==> config.mk <==
export PLATFORM = sky130hd
export DESIGN_NAME = bcd_display_formatter
export DESIGN_NICKNAME = d
export VERILOG_FILES = /design/src/rtl/bcd_display_formatter_pkg.sv /design/src/rtl/bin2bcd_iter.sv /design/src/rtl/bcd_display_formatter.sv
export SDC_FILE = /design/constraint.sdc
export NUM_CORES = 1
export LEC_CHECK = 0
export ABC_AREA = 0
export BUFFER_PORTS_ARGS = -buffer_cell sky130_fd_sc_hd__buf_2
export CAP_MARGIN = 20
export CORE_MARGIN = 3
export CORE_UTILIZATION = 50
export DETAILED_ROUTE_END_ITERATION = 6
export PLACE_DENSITY = 0.76
export SLEW_MARGIN = 20
export SYNTH_ARGS = -nofsm -noshare
export SYNTH_HDL_FRONTEND = slang
export SYNTH_SLANG_ARGS = --single-unit
export TNS_END_PERCENT = 50
==> constraint.sdc <==
create_clock -name clk -period 2.56 [get_ports clk]
set_clock_uncertainty 0.05 [all_clocks]
set_input_delay 0.384 -clock clk [delete_from_list [all_inputs] [get_ports clk]]
set_output_delay 0.384 -clock clk [all_outputs]
set_load 0.02 [all_outputs]
==> src/rtl/bcd_display_formatter_pkg.sv <==
// Shared definitions for the display formatter and the seven-segment driver:
// digit codes for the non-numeric glyphs, converter geometry and FSM encodings.
package bcd_display_formatter_pkg;

  // Digit codes understood by the seven-segment driver
  localparam logic [3:0] CODE_C_DEF     = 4'd10;
  localparam logic [3:0] CODE_DASH_DEF  = 4'd11;
  localparam logic [3:0] CODE_BLANK_DEF = 4'd15;

  // Converter geometry: 14-bit magnitude covers 0..9999, four BCD nibbles out
  localparam int MAG_W = 14;
  localparam int BCD_W = 16;
  localparam logic [3:0] SHIFT_LAST = 4'(MAG_W - 1);

  typedef enum logic [1:0] {
    ST_IDLE   = 2'd0,
    ST_PREP   = 2'd1,
    ST_SHIFT  = 2'd2,
    ST_FORMAT = 2'd3
  } fmt_state_e;

endpackage

==> src/rtl/bin2bcd_iter.sv <==
// Sequential double-dabble: converts a 14-bit unsigned magnitude into four
// BCD nibbles, one shift per clock. start loads the operand and clears the
// accumulator; done is high during the cycle whose edge performs the last shift,
// so bcd is valid from the following cycle onward.
module bin2bcd_iter
  import bcd_display_formatter_pkg::*;
(
  input  logic             clk,
  input  logic             rst,
  input  logic             start,
  input  logic [MAG_W-1:0] bin,
  output logic [BCD_W-1:0] bcd,
  output logic             done
);

  logic [MAG_W-1:0] bin_sh;
  logic [BCD_W-1:0] bcd_q;
  logic [3:0]       cnt_q;
  logic             run_q;

  // Add 3 to every nibble that is 5 or more so the following shift carries correctly
  function automatic logic [BCD_W-1:0] dabble_adj(input logic [BCD_W-1:0] b);
    logic [BCD_W-1:0] r;
    r = b;
    for (int i = 0; i < BCD_W / 4; i++) begin
      if (r[i*4 +: 4] >= 4'd5) r[i*4 +: 4] = r[i*4 +: 4] + 4'd3;
    end
    return r;
  endfunction

  // Shift-phase control: running flag and iteration counter 0..13
  always_ff @(posedge clk or posedge rst) begin
    if (rst) begin
      run_q <= 1'b0;
      cnt_q <= '0;
    end else if (start) begin
      run_q <= 1'b1;
      cnt_q <= '0;
    end else if (run_q) begin
      if (cnt_q == SHIFT_LAST) begin
        run_q <= 1'b0;
        cnt_q <= '0;
      end else begin
        cnt_q <= cnt_q + 4'd1;
      end
    end
  end

  // Shift datapath: operand load on start, adjust-and-shift while running
  always_ff @(posedge clk) begin
    if (start) begin
      bin_sh <= bin;
      bcd_q  <= '0;
    end else if (run_q) begin
      {bcd_q, bin_sh} <= {dabble_adj(bcd_q), bin_sh} << 1;
    end
  end

  assign bcd  = bcd_q;
  assign done = run_q && (cnt_q == SHIFT_LAST);

endmodule

==> src/rtl/bcd_display_formatter.sv <==
// Turns a signed binary value into the {BCD3,BCD2,BCD1,BCD0} word for the
// four-digit seven-segment driver: sign/range preparation, iterative BCD
// conversion, leading-zero blanking, minus placement and optional 'C' suffix.
module bcd_display_formatter
  import bcd_display_formatter_pkg::*;
#(
  parameter int         WIDTH      = 16,
  parameter logic [3:0] CODE_C     = CODE_C_DEF,
  parameter logic [3:0] CODE_DASH  = CODE_DASH_DEF,
  parameter logic [3:0] CODE_BLANK = CODE_BLANK_DEF
) (
  input  logic                    clk,
  input  logic                    rst,
  input  logic                    load_i,
  input  logic signed [WIDTH-1:0] value_i,
  input  logic                    unit_i,
  output logic                    busy_o,
  output logic                    done_o,
  output logic [15:0]             nums_o
);

  localparam logic signed [WIDTH-1:0] LO_FOUR  = WIDTH'(-999);
  localparam logic signed [WIDTH-1:0] HI_FOUR  = WIDTH'(9999);
  localparam logic signed [WIDTH-1:0] LO_THREE = WIDTH'(-99);
  localparam logic signed [WIDTH-1:0] HI_THREE = WIDTH'(999);

  fmt_state_e state_q, state_d;

  logic signed [WIDTH-1:0] value_p0;
  logic                    unit_p0;
  logic                    neg_c, oor_c;
  logic [WIDTH-1:0]        abs_c;
  logic [MAG_W-1:0]        mag_c;
  logic                    neg_p1, oor_p1;
  logic                    cvt_start, cvt_done;
  logic [BCD_W-1:0]        cvt_bcd;
  logic                    accept;

  // Blank leading zeros, drop a dash left of the most significant digit, then
  // pick the four-digit or three-digit-plus-'C' layout. For the 'C' layout the
  // magnitude is at most 999, so the top nibble is always a blank that gets dropped.
  function automatic logic [15:0] format_nums(input logic [BCD_W-1:0] bcd,
                                              input logic neg,
                                              input logic unit,
                                              input logic oor);
    logic [3:0] d [4];
    logic [3:0] r [4];
    logic       lead;
    for (int i = 0; i < 4; i++) d[i] = bcd[i*4 +: 4];
    lead = 1'b1;
    for (int i = 3; i >= 1; i--) begin
      if (lead && (d[i] == 4'd0)) begin
        r[i] = CODE_BLANK;
      end else begin
        lead = 1'b0;
        r[i] = d[i];
      end
    end
    r[0] = d[0];
    if (neg) begin
      if (d[3] != 4'd0)      r[3] = r[3];
      else if (d[2] != 4'd0) r[3] = CODE_DASH;
      else if (d[1] != 4'd0) r[2] = CODE_DASH;
      else                   r[1] = CODE_DASH;
    end
    if (oor)       return {4{CODE_DASH}};
    else if (unit) return {r[2], r[1], r[0], CODE_C};
    else           return {r[3], r[2], r[1], r[0]};
  endfunction

  assign accept    = (state_q == ST_IDLE) && load_i;
  assign cvt_start = (state_q == ST_PREP);

  // FSM state register
  always_ff @(posedge clk or posedge rst) begin
    if (rst) state_q <= ST_IDLE;
    else     state_q <= state_d;
  end

  // FSM next-state: the FORMAT cycle always returns to IDLE, so a load there is dropped
  always_comb begin
    state_d = state_q;
    case (state_q)
      ST_IDLE:   if (load_i) state_d = ST_PREP;
      ST_PREP:   state_d = ST_SHIFT;
      ST_SHIFT:  if (cvt_done) state_d = ST_FORMAT;
      ST_FORMAT: state_d = ST_IDLE;
      default:   state_d = ST_IDLE;
    endcase
  end

  // ---- stage p0: request capture ----
  // Operands are frozen at load so later changes on the inputs are ignored
  always_ff @(posedge clk) begin
    if (accept) begin
      value_p0 <= value_i;
      unit_p0  <= unit_i;
    end
  end

  // Sign, magnitude and range; a magnitude that overflows 14 bits (including the
  // most negative value, whose negation wraps) is out of range as well
  always_comb begin
    neg_c = value_p0[WIDTH-1];
    abs_c = neg_c ? WIDTH'(-value_p0) : WIDTH'(value_p0);
    mag_c = abs_c[MAG_W-1:0];
    if (unit_p0) oor_c = (value_p0 < LO_THREE) || (value_p0 > HI_THREE);
    else         oor_c = (value_p0 < LO_FOUR)  || (value_p0 > HI_FOUR);
    oor_c = oor_c || (|abs_c[WIDTH-1:MAG_W]);
  end

  // ---- stage p1: PREP results held through the conversion ----
  // Sign and range flags registered on the PREP edge
  always_ff @(posedge clk) begin
    if (cvt_start) begin
      neg_p1 <= neg_c;
      oor_p1 <= oor_c;
    end
  end

  bin2bcd_iter u_bin2bcd (
    .clk   (clk),
    .rst   (rst),
    .start (cvt_start),
    .bin   (mag_c),
    .bcd   (cvt_bcd),
    .done  (cvt_done)
  );

  // ---- stage p2: formatted output and handshake ----
  // nums_o, done_o and busy_o all change together on the FORMAT edge
  always_ff @(posedge clk or posedge rst) begin
    if (rst) begin
      nums_o <= 16'hFFFF;
      busy_o <= 1'b0;
      done_o <= 1'b0;
    end else begin
      done_o <= 1'b0;
      if (accept) busy_o <= 1'b1;
      if (state_q == ST_FORMAT) begin
        nums_o <= format_nums(cvt_bcd, neg_p1, unit_p0, oor_p1);
        done_o <= 1'b1;
        busy_o <= 1'b0;
      end
    end
  end

endmodule

==> flow_metrics.py, run 1 <==
metrics = {
    "status": {
        "outcome": "finished, final reports clean",
    },
    "final_layout": {
        "area_delta_synth_final_pct": 12.5,
        "drive_above_1_share": 0.195,
        "n_antenna_cell": 0,
        "num-fill-cells": 653,
        "final_core_utilization": 0.583,
        "num-nets-final": 447,
    },
    "clock_network": {
        "numCtsBuffers": 9,
        "ctsHoldBuffers": 0,
        "cts_buffer_depth": 2,
        "clk_latency_ps": 340,
        "cts_root_buf": "clkbuf_8",
        "htreeDepth": 3,
        "clk_pin_slew_ps": 80,
        "cts_resized": 0,
        "cts.sinks": 74,
        "post_cts_buffers": 0,
        "tritoncts": "built",
    },
    "yosys": {
        "synth-seq-area-share": 0.518,
        "ys_ff_latch": 74,
        "synth_edf_count": 33,
        "synth_most_common_cell": "nor2_1",
        "synth_top_area_frac": 0.262,
        "syn_nets": 412,
        "ys_top_cells_by_count": "46 x nor2_1, 38 x a21oi_1, 33 x edfxtp_1",
        "synth_top_area_cell": "edfxtp_1",
        "yosys-top-cells-area": "edfxtp_1 26%, dfstp_2 11%, dfxtp_1 8.5%",
        "netlist_area_um2": 3780,
        "synth.distinct_cells": 53,
        "async_reset_ff_frac": 0.338,
        "yosys_most_used_dff": "edfxtp_1",
        "postSynthAreaPerCell_um2": 10.1,
        "yosysWarnings": 0,
        "netlist_instances": 375,
    },
    "critical_path": {
        "r2r_end": "oor_p1$_DFFE_PP_",
        "slowest_delay_ps": 540,
        "path_cells": "inv_1 > ha_1 > or4b_1 > nor3_1 > o2111ai_1 > o21ai_0 > nand3_1",
        "crit_type": "register to register",
        "start_kind": "register",
        "cp_slowest_cell": "or4b_1",
        "crit_required_ps": 2590,
        "r2r_cells": 7,
        "r2r_slack_ps": 490,
        "r2r-start": "value_p0[1]$_DFFE_PP_",
        "critPathMaxFanout": 6,
        "worstPathArrival_ps": 2100,
        "end_kind": "register",
    },
    "route": {
        "route.antenna.remaining_nets": 0,
        "wl_per_cell_um": 13.9,
        "drc": 0,
        "via_per_inst": 5.40,
        "drt-initial-drc-count": 235,
        "firstDrtPassIters": 4,
        "dr_total_vias": 2774,
        "wirelength_um": 7160,
    },
    "timing": {
        "slew_viol_final": 0,
        "period_share": 0.807,
        "hold_slack_ps": 37.4,
        "setup_viol": 0,
        "rsz0062_at_grt": "no",
        "final_hold_viol_count": 0,
        "worstMarginPinSlew_ps": 687,
        "fmax_mhz": 484,
        "slew_headroom": 0.542,
        "fin_tns_setup_ps": 0,
        "post-route-min-period_ps": 2070,
    },
    "global_routing": {
        "grtUsageTotal": 0.177,
        "grt_max_degree": 51,
        "grt_pass1_wl_um": 12100,
        "first_global_vias": 2570,
        "grt_antenna_before_repair": 0,
        "grt_overflow": 0,
    },
    "pwr": {
        "powerDensity_nw_per_um2": 1190,
        "vdd_drop_max_mv": 0.654,
        "p_leak_uw": 0.00174,
    },
    "die": {
        "die_area_um2": 8640,
        "core_area_um2": 7290,
        "die_x_um": 92.9,
        "rows": 31,
        "io_pins": 38,
        "die_h_um": 92.9,
        "start_util": 0.518,
    },
    "job": {
        "cap_violations": 0,
    },
    "place": {
        "gp_congestion": 0.860,
        "dpl.hpwl_um": 5050,
        "io_buffers": 37,
    },
    "min_path": {
        "hold_path_class": "input pin to asynchronous set/reset pin",
    },
}
cells by family after synthesis:
family | after synthesis | share of synthesized area
AND/OR/NAND/NOR | 122 | 0.164
AO/OA/AOI/OAI | 96 | 0.157
flip-flops | 74 | 0.518
buffers and inverters | 39 | 0.0401
XOR/XNOR | 19 | 0.0440
adder cells (fa/ha/maj) | 17 | 0.0563
multiplexers | 8 | 0.0212
per-stage QoR:
step,instance area (µm²),worst slack [ps],instances,power (µW)
finish,4250,494,514,5060
global route,4250,321,514,5470
CTS,4250,486,514,5090
detailed placement,4050,505,498,4160
global placement,4050,545,498,4090
floorplan,3780,643,375,3680
layout make-up:
class                           instances  area (µm²)  area share
Tap cell                               99         124      0.0291
Inverter                               22        82.6      0.0194
Timing Repair Buffer                   41         215      0.0506
Multi-Input combinational cell        262        1670       0.393
Clock buffer                            9         124      0.0291
Clock inverter                          7        78.8      0.0185
Sequential cell                        74        1960       0.460
placed cells by master (no fill, tap or decap), types with 2 or more instances in the layout:
| master | n |
|---|---|
| a21o_1 | 4 |
| a21oi_1 | 38 |
| a31oi_1 | 3 |
| and2_1 | 4 |
| buf_2 | 37 |
| buf_4 | 4 |
| clkbuf_8 | 9 |
| clkinv_4 | 2 |
| clkinvlp_4 | 3 |
| dfrtp_1 | 9 |
| dfstp_2 | 16 |
| dfxtp_1 | 16 |
| edfxtp_1 | 33 |
| ha_1 | 17 |
| inv_1 | 22 |
| mux2i_1 | 8 |
| nand2_1 | 25 |
| nand2b_1 | 8 |
| nand3_1 | 10 |
| nor2_1 | 46 |
| nor2b_1 | 2 |
| nor3_1 | 10 |
| nor4_1 | 2 |
| o2111ai_1 | 2 |
| o211ai_1 | 4 |
| o21ai_0 | 20 |
| o21ai_1 | 2 |
| o221ai_1 | 4 |
| o22ai_1 | 2 |
| o311ai_0 | 2 |
| o31ai_1 | 4 |
| o32ai_1 | 2 |
| or3_1 | 2 |
| or3b_4 | 2 |
| xnor2_1 | 9 |
| xor2_1 | 10 |
worst max path at each step:
stage / start / end / slack, ps / cells after the start
after detailed placement: value_p0[1]$_DFFE_PP_ / oor_p1$_DFFE_PP_ / 500 / 7
after floorplan: value_p0[1]$_DFFE_PP_ / oor_p1$_DFFE_PP_ / 640 / 7
final: value_p0[1]$_DFFE_PP_ / oor_p1$_DFFE_PP_ / 490 / 7
after global routing: value_p0[1]$_DFFE_PP_ / oor_p1$_DFFE_PP_ / 320 / 7
after CTS: value_p0[1]$_DFFE_PP_ / oor_p1$_DFFE_PP_ / 490 / 7
after global placement: value_p0[1]$_DFFE_PP_ / oor_p1$_DFFE_PP_ / 550 / 7
flip-flops by register name, summed over array words and instances, names as in the netlist:
signal,flops
value_p0,16
oor_p1,1
done_o,1
u_bin2bcd.cnt_q,4
u_bin2bcd.run_q,1
unit_p0,1
u_bin2bcd.bin_sh,14
u_bin2bcd.bcd,16
neg_p1,1
state_q,2
nums_o,16
busy_o,1
where the power goes:
part | internal, µW | switching [µW] | leakage [µW]
Sequential | 1800 | 374 | 0.000729
Combinational | 829 | 1140 | 0.000917
Clock | 456 | 462 | 0.0000921
routing by layer:
| metal | track usage | vias up | wire (µm) |
|---|---|---|---|
| met5 | 0 | - | 0 |
| met4 | 0.0708 | 0 | 117 |
| met3 | 0.0390 | 8 | 394 |
| met2 | 0.272 | 75 | 3280 |
| met1 | 0.244 | 1287 | 3370 |
| li1 | - | 1404 | - |
critical path, delay by kind of cell (launching register included):
family                     cells  cell delay [ps]
AOI/OAI and AO/OA              2              280
adders and majority gates      1              190
buffers and inverters          1               80
DFF                            1              400
and+or+nand+nor                3              790
Note: power is estimated with default switching activity, not from simulation.
==> run 2: changes to the inputs <==
--- a/config.mk
+++ b/config.mk
@@ -11,7 +11,7 @@
 export CORE_MARGIN = 3
 export CORE_UTILIZATION = 50
 export DETAILED_ROUTE_END_ITERATION = 6
-export PLACE_DENSITY = 0.76
+export PLACE_DENSITY = 0.79
 export SLEW_MARGIN = 20
 export SYNTH_ARGS = -nofsm -noshare
 export SYNTH_HDL_FRONTEND = slang
==> constraint.sdc (replaced) <==
create_clock -name clk -period 1.9 [get_ports clk]
set_clock_uncertainty 0.05 [all_clocks]
set_input_delay 0.285 -clock clk [delete_from_list [all_inputs] [get_ports clk]]
set_output_delay 0.285 -clock clk [all_outputs]
set_load 0.02 [all_outputs]
==> run 2 against run 1 <==
  * The run now ends with setup timing left
  * Core utilization rose by 4.2 points
  * Via count rose by 8.6%
  * Critical path depth did not move
  * Global-route usage is 2.0 points higher
  * Fmax is 5.9% higher
  * Largest cell class unchanged
  * Critical path type unchanged
  * Clock power increased by 18%
  * Highest routed layer unchanged
  * Cell count grew 7.0%
  * Non-clock buffer count up 36
  * Combinational power rose by 65%
==> flow_metrics.py, run 2 (synthesized netlist as in run 1, its figures left out) <==
metrics = {
    "timing": {
        "final.setup.worst_slack_ps": -50.7,
        "post-route-min-period_ps": 1950,
        "fin_tns_setup_ps": -114,
        "hold_slack_ps": 55.2,
        "setup_viol": 4,
        "final_hold_viol_count": 0,
        "slew_headroom": 0.722,
        "period_share": 1.03,
        "slew_viol_final": 0,
        "fmax_mhz": 513,
        "rsz0062_at_grt": "yes",
        "worstMarginPinSlew_ps": 415,
    },
    "global_routing": {
        "grt_pass1_wl_um": 13600,
        "first_global_vias": 2924,
        "grt_antenna_before_repair": 0,
        "grt_max_degree": 51,
        "grt_overflow": 0,
        "grtUsageTotal": 0.198,
    },
    "critical_path": {
        "critPathTopFamily": "simple AND/OR/NAND/NOR gates",
        "start_kind": "register",
        "end_kind": "register",
        "path_cells": "inv_1 > ha_2 > or4b_4 > nor3_2 > o2111ai_1 > o21ai_1 > nand3_1",
        "slowest_delay_ps": 510,
        "critPathMaxFanout": 6,
        "crit_type": "register to register",
        "critPathBufInv": 1,
        "cp_slowest_cell": "or4b_4",
        "crit_required_ps": 1930,
        "worstPathArrival_ps": 1980,
    },
    "route": {
        "drt-initial-drc-count": 144,
        "via_per_inst": 5.48,
        "met1_length_um": 3460,
        "route.antenna.remaining_nets": 0,
        "wl_per_cell_um": 14.5,
        "drc": 0,
        "dr_total_vias": 3012,
        "top_layer_used": "met4",
        "wl_met2_um": 4010,
        "wl_met3_um": 393,
        "firstDrtPassIters": 4,
        "wirelength_um": 7970,
    },
    "die": {
        "core_area_um2": 7290,
        "rows": 31,
        "die_h_um": 92.9,
        "start_util": 0.518,
        "die_x_um": 92.9,
        "die_area_um2": 8640,
        "io_pins": 38,
    },
    "job": {
        "cap_violations": 0,
    },
    "clock_network": {
        "clk_pin_slew_ps": 80,
        "cts_root_buf": "clkbuf_8",
        "cts_buffer_depth": 2,
        "numCtsBuffers": 9,
        "cts.sinks": 74,
        "tritoncts": "built",
        "clk_latency_ps": 350,
        "htreeDepth": 3,
    },
    "final_layout": {
        "final_core_utilization": 0.625,
        "final-seq-area_um2": 1960,
        "mostFrequentLayoutCell": "nor2_1",
        "num-fill-cells": 618,
        "multi_input_area_um2": 1720,
        "drive_above_1_share": 0.282,
        "layout_common_cells": "45 x nor2_1, 38 x a21oi_1, 38 x buf_4",
        "area_delta_synth_final_pct": 20.6,
        "num-nets-final": 483,
        "n_antenna_cell": 0,
    },
    "min_path": {
        "hold_path_class": "input pin to register",
    },
    "pwr": {
        "powerDensity_nw_per_um2": 1560,
        "p_leak_uw": 0.00192,
        "vdd_drop_max_mv": 1.05,
    },
    "status": {
        "outcome": "finished with violations",
        "violations": "setup timing",
    },
    "place": {
        "dpl.hpwl_um": 5720,
        "gp_congestion": 0.921,
        "io_buffers": 37,
    },
}
-- run 2: where the power goes --
part / leakage [µW] / switching, µW / internal, µW / total (µW)
combinational: 0.00111 / 1810 / 1430 / 3240
sequential: 0.000729 / 391 / 2430 / 2820
clock: 0.0000891 / 570 / 505 / 1080
-- run 2: layout make-up --
type	count	share of cell area
well taps	99	0.0272
multi-input cells	262	0.378
clock inverters	5	0.00686
repair buffers	77	0.110
flip-flops and latches	74	0.429
clock buffers	11	0.0310
inverters	22	0.0181
-- run 2: stage by stage --
stage / total power (µW) / setup WS (ps) / instances / area, µm²
finish: 7130 / -50.7 / 550 / 4560
global route: 7680 / -174 / 550 / 4560
CTS: 7070 / -26.2 / 548 / 4500
detailed placement: 5960 / -76.5 / 531 / 4310
global placement: 5820 / -5.20 / 531 / 4310
floorplan: 4960 / 12.6 / 375 / 3780
-- run 2: path summary, 6_finish.rpt --
| kind | from | cells after the start | end | slack, ps |
|---|---|---|---|---|
| max | value_p0[1]$_DFFE_PP_ | 7 | oor_p1$_DFFE_PP_ | -50 |
| min | value_i[6] | 1 | value_p0[6]$_DFFE_PP_ | 60 |
| max reg2reg | value_p0[1]$_DFFE_PP_ | 7 | oor_p1$_DFFE_PP_ | -50 |
| min reg2reg | nums_o[6]$_DFFE_PP1P_ | 1 | nums_o[6]$_DFFE_PP1P_ | 430 |
| max in group asynchronous | rst | 4 | nums_o[13]$_DFFE_PP1P_ | 1010 |
| min in group asynchronous | rst | 4 | busy_o$_DFFE_PP0P_ | 490 |
-- run 2: timing repair --
action,4_1_cts,5_1_grt
endpoints found under the hold margin,9,0
buffers inserted,0,2
setup endpoints to repair,4,14
pin swaps,0,5
resized for setup,4,11
hold buffers,1,0
-- run 2: worst register-to-register path: stages (launching register included) --
cell	delay, ps
edfxtp_1	390
inv_1	70
ha_2	170
or4b_4	510
nor3_2	130
o2111ai_1	130
o21ai_1	140
nand3_1	80
-- run 2: routing by layer --
layer,vias to the layer above,track usage
met1,1449,0.259
met4,0,0.0586
li1,1472,-
met5,-,0
met2,76,0.325
met3,15,0.0479
